==> src/rtl/bmx_wrr_sched.sv <==
// Weighted round-robin address-channel scheduler: registered one-hot grant,
// per-requester credits and per-requester outstanding-transaction limiting.
module bmx_wrr_sched #(
  parameter int N     = 3,
  parameter int WW    = 4,
  parameter int OTW   = 4,
  parameter int MAXOT = 8,
  parameter int IW    = $clog2(N)
) (
  input  logic            hclk,
  input  logic            reset,
  input  logic [N-1:0]    req,
  input  logic [N*WW-1:0] weight,
  input  logic            addr_hs,
  input  logic            resp_done,
  input  logic [IW-1:0]   resp_id,
  output logic [N-1:0]    gnt,
  output logic            gnt_vld,
  output logic [IW-1:0]   gnt_idx,
  output logic [N*OTW-1:0] ot_cnt,
  output logic            err
);

  localparam int unsigned NU = N;

  typedef enum logic [1:0] {IDLE, REFILL, GRANT} state_t;

  state_t           state;
  logic [WW-1:0]    credit [N];
  logic [OTW-1:0]   ot     [N];
  logic [IW-1:0]    ptr;

  logic [N-1:0]     elig;
  logic [N-1:0]     inc;
  logic [N-1:0]     dec;
  logic             bad_resp;
  logic             hit_c, hit_e;
  logic [IW-1:0]    pick_c, pick_e;

  // pick_c: first eligible with credit from ptr; pick_e: first eligible at all,
  // used on the refill cycle where every eligible requester gets fresh credit.
  always_comb begin
    elig   = '0;
    hit_c  = 1'b0;
    hit_e  = 1'b0;
    pick_c = '0;
    pick_e = '0;
    for (int unsigned i = 0; i < NU; i++) begin
      elig[i] = req[i] && (weight[i*WW +: WW] != '0) && (ot[i] < OTW'(MAXOT));
    end
    for (int unsigned k = 0; k < NU; k++) begin
      int unsigned j;
      j = (32'(ptr) + k) % NU;
      if (!hit_c && elig[j] && (credit[j] != '0)) begin
        hit_c  = 1'b1;
        pick_c = IW'(j);
      end
      if (!hit_e && elig[j]) begin
        hit_e  = 1'b1;
        pick_e = IW'(j);
      end
    end
  end

  always_comb begin
    inc    = '0;
    dec    = '0;
    ot_cnt = '0;
    for (int unsigned i = 0; i < NU; i++) begin
      inc[i] = gnt_vld && addr_hs && (gnt_idx == IW'(i));
      dec[i] = resp_done && (32'(resp_id) == i) && (ot[i] != '0);
      ot_cnt[i*OTW +: OTW] = ot[i];
    end
    bad_resp = resp_done && !(|dec);
  end

  always_ff @(posedge hclk or posedge reset) begin
    if (reset) begin
      state   <= IDLE;
      ptr     <= '0;
      gnt     <= '0;
      gnt_vld <= 1'b0;
      gnt_idx <= '0;
      err     <= 1'b0;
      for (int unsigned i = 0; i < NU; i++) begin
        credit[i] <= '0;
        ot[i]     <= '0;
      end
    end else begin
      for (int unsigned i = 0; i < NU; i++) begin
        if (inc[i] && !dec[i])
          ot[i] <= ot[i] + 1'b1;
        else if (dec[i] && !inc[i])
          ot[i] <= ot[i] - 1'b1;
      end
      if (bad_resp)
        err <= 1'b1;

      case (state)
        IDLE: begin
          if (hit_c) begin
            gnt     <= N'(1) << pick_c;
            gnt_idx <= pick_c;
            gnt_vld <= 1'b1;
            state   <= GRANT;
          end else if (|elig) begin
            state <= REFILL;
          end
        end
        // The refill cycle also issues the grant the following idle cycle would
        // make, giving the two-cycle first-grant latency.
        REFILL: begin
          for (int unsigned i = 0; i < NU; i++)
            credit[i] <= weight[i*WW +: WW];
          if (hit_e) begin
            gnt     <= N'(1) << pick_e;
            gnt_idx <= pick_e;
            gnt_vld <= 1'b1;
            state   <= GRANT;
          end else begin
            state <= IDLE;
          end
        end
        GRANT: begin
          if (addr_hs) begin
            credit[gnt_idx] <= credit[gnt_idx] - 1'b1;
            if (credit[gnt_idx] == WW'(1))
              ptr <= (gnt_idx == IW'(N-1)) ? '0 : gnt_idx + 1'b1;
            else
              ptr <= gnt_idx;
            gnt     <= '0;
            gnt_vld <= 1'b0;
            state   <= IDLE;
          end
        end
        default: state <= IDLE;
      endcase
    end
  end

endmodule
==> config.mk <==
export PLATFORM = sky130hd
export DESIGN_NAME = bmx_wrr_sched
export DESIGN_NICKNAME = d
export VERILOG_FILES = /design/src/rtl/bmx_wrr_sched.sv
export SDC_FILE = /design/constraint.sdc
export NUM_CORES = 1
export LEC_CHECK = 0
export CAP_MARGIN = 5
export CORE_UTILIZATION = 35
export CTS_CLUSTER_DIAMETER = 60
export DETAILED_ROUTE_END_ITERATION = 12
export GPL_TIMING_DRIVEN = 1
export HOLD_SLACK_MARGIN = 0.1
export SLEW_MARGIN = 20
export SYNTH_ARGS = -nofsm -noshare
export SYNTH_HDL_FRONTEND = slang
export SYNTH_SLANG_ARGS = --single-unit
==> constraint.sdc <==
create_clock -name hclk -period 2.59 [get_ports hclk]
set_clock_uncertainty 0.2 [all_clocks]
set_input_delay 0.6475 -clock hclk [delete_from_list [all_inputs] [get_ports hclk]]
set_output_delay 0.6475 -clock hclk [all_outputs]
set_load 0.02 [all_outputs]
==> reports/metrics.cfg <==
[outcome]
status = finished with violations
failed_checks = negative setup slack

[min_path]
min_path_cells = 1
worst_hold_path.endpoint = err
hold_path_startpoint = err
min-delay-path-class = register to register

[synth]
synth_fa_ha_area_share_pct = 9.03
synth_top_family_by_area = compound AO/OA/AOI/OAI gates
async_flop_share_pct = 100
synth_cell_type_count = 55
syn_area_per_cell_sq_um = 9.24
synth_seq_cells = 35
ys_seq_area_share_pct = 33.6
synth_top_area_cell = dfrtp_1
yosys_warnings = 0
synthMuxAreaShare_pct = 5.09
synth_cells = 282
syn_nets = 320
synth_edf_count = 0
syn_area_sq_mm = 0.00260
synth_top_area_share_pct = 33.6
synth_xor_area_share_pct = 4.37
synth_compound_area_share_pct = 24.0
synth-simple-area-share_pct = 21.3
synthTopCellsByArea = dfrtp_1, ha_1, o21ai_0
synthFlopType = dfrtp_1

[die]
start_util_pct = 36.1
dieArea_sq_mm = 0.00779
rows = 31
die_w_um = 88.3
die_y_um = 88.3
num_io_pins = 40
core-area_sq_mm = 0.00721

[cts]
cts-root-buf = clkbuf_8
htreeDepth = 2
cts-hold-fix-buffers = 0
cts.sinks = 35
clk_latency_ps = 300
clkTransAtPathRegs_ps = 80
clockBufferDepth = 2
cts_made_buffers = 5
cts_tree = yes

[power_and_ir_drop]
power.total_mw = 5.43
irDropWorstVdd_mv = 0.604
power.leakage_nw = 1.78
p_per_area_mw_per_mm2 = 1290

[timing]
finalCriticalPeriod_ps = 2600
slew_headroom_pct = 59.2
slew_violations = 0
finalHoldViolCount = 0
fmax_mhz = 384
setup_viol = 2
worstMarginPinSlew_ps = 608
timing.final.crit_share_pct = 101
rsz0062_at_grt = true
fin_ws_ps = -13.1

[critical_path]
cp_data_required_time_ps = 2580
cpMaxStageDelayCell = or4_4
startpoint_type = input pin
max_stage_delay_ps = 500
reg2reg_depth = 9
cp.arrival_ps = 2590
endpoint_kind = register
critPathMaxFanout = 2
reg2reg_from = ptr[1]
crit_type = input pin to register
crit_top_cell = buf_6
cp_cell_sequence = buf_6 -> buf_6 -> or4_4 -> a2111o_1 -> a21oi_2 -> buf_4 -> o2111ai_4 -> o211a_1 -> a32o_1
r2r_slack_ps = 60
r2r_end = gnt[0]

[final_layout]
final.fill_count = 652
nets = 453
drive_gt1_share_pct = 43.8
fin_cells = 515
fin_area_sq_mm = 0.00420
num_antenna_cells = 0
syn_to_final_growth_pct = 61.3

[global_route]
overflow = 0
grt_usage_pct = 23.3
antenna_found_initial = 0
grt_pass1_vias = 2694
grt_pass1_wl_um = 13700
grt_max_degree = 17

[routing]
antenna_left = 0
routed_wl_um = 8630
vias_per_cell = 5.40
drc_errors = 0
avgRoutedWirePerCell_um = 16.8
drt-initial-drc-count = 200
dr.pass1.iters = 4
vias = 2779

[place]
placed_cells = 495
place_congestion = 0.947
pre_cts_ws_ps = -779
dpl-instance-area_sq_mm = 0.00373
port_buffers = 39
dp_hpwl_um = 6410

[flow_run]
drv_cap = 0

==> logic make-up after synthesis <==
group | after synthesis
compound gates | 92
xor+xnor | 13
fa+ha+maj | 17
buf+inv | 18
flops | 35
mux | 12
simple gates | 95
==> placed cells by master (no fill, tap or decap), types with 4 or more instances in the layout <==
cell type	count
nand2b_1	8
buf_2	6
ha_1	6
or4_4	4
o21ai_0	22
nor4_1	5
clkbuf_8	5
buf_6	11
clkdlybuf4s50_1	21
a21oi_1	15
xnor2_1	10
buf_4	87
a22o_1	4
ha_4	6
o211ai_1	5
inv_1	6
mux2_2	6
a21o_1	5
nand3_1	4
dfrtp_1	33
mux2i_1	5
nor2b_1	4
nand2_1	20
a22oi_1	6
nor2_1	15
==> where the power goes <==
group          total (mW)  internal [mW]  switching, mW
Clock               0.413          0.187          0.226
Sequential           1.07          0.811          0.261
Combinational        3.95           1.97           1.98
==> layout make-up <==
type	instances	area, sq um	share of cell area, %
Timing Repair Buffer	134	1090	25.9
Clock buffer	5	68.8	1.64
Inverter	10	40.0	0.953
Tap cell	99	124	2.95
Clock inverter	3	20.0	0.476
Multi-Input combinational cell	229	1980	47.1
Sequential cell	35	878	20.9
==> critical path: cells and delay by family <==
| family | cells | cell delay, ps |
|---|---|---|
| AOI/OAI and AO/OA | 5 | 1100 |
| buffers and inverters | 3 | 330 |
| and+or+nand+nor | 1 | 500 |
==> stage by stage <==
| step | util, % | hold slack, ps | TNS (ps) |
|---|---|---|---|
| final | 58.2 | 298 | -14.0 |
| after global routing | 58.2 | 313 | -129 |
| after CTS | 56.2 | 296 | -36.4 |
| after detailed placement | 51.7 | 264 | -9210 |
| after global placement | 51.7 | 273 | -8270 |
| after floorplan | - | 269 | -186 |
==> worst max-delay path by stage <==
| stage | from | endpoint | slack (ps) | cells past startpoint |
|---|---|---|---|---|
| 6_report | weight[6] | gnt[0] | -10 | 9 |
| 5_1_grt | weight[6] | gnt[0] | -70 | 8 |
| 4_1_cts | weight[6] | gnt[0] | -40 | 9 |
| 3_5_place_dp | weight[5] | gnt_idx[1] | -780 | 9 |
| 3_3_place_gp | weight[5] | gnt_idx[0] | -710 | 8 |
| 2_1_floorplan | weight[1] | gnt_idx[0] | -90 | 6 |
==> cells in the mapped netlist, drive strengths merged, types with 3 or more instances <==
cell / number
xnor2: 10
a22o: 4
nand2: 21
nor2b: 8
o211ai: 5
nor4: 10
mux2i: 5
nand2b: 10
a21o: 5
inv: 10
mux2: 7
ha: 14
fa: 3
a22oi: 9
clkbuf: 8
nor3: 4
nand3: 6
xor2: 3
a41o: 3
o21ai: 24
or4: 5
a21oi: 18
dfrtp: 35
nor2: 17
o22ai: 4
==> per-layer routing <==
metal,vias up,routed length (um),global-route usage (%)
met4,0,193,7.33
li1,1343,-,-
met3,15,446,3.26
met2,106,4130,38.1
met5,-,0,0
met1,1315,3860,31.9
==> sequential cells by signal, summed over array words and instances, names as in the netlist <==
name and cells:
credit 12, err 1, gnt 3, gnt_idx 2
gnt_vld 1, ot_cnt 12, ptr 2, state 2
==> timing repair <==
| action | CTS | global route |
|---|---|---|
| endpoints found under the hold margin | 0 | 0 |
| setup endpoints to repair | 14 | 11 |
| setup buffers | 9 | 3 |
| gates resized for setup | 96 | 28 |
| pin swaps | 35 | 26 |
(Power assumes the default switching activity.)
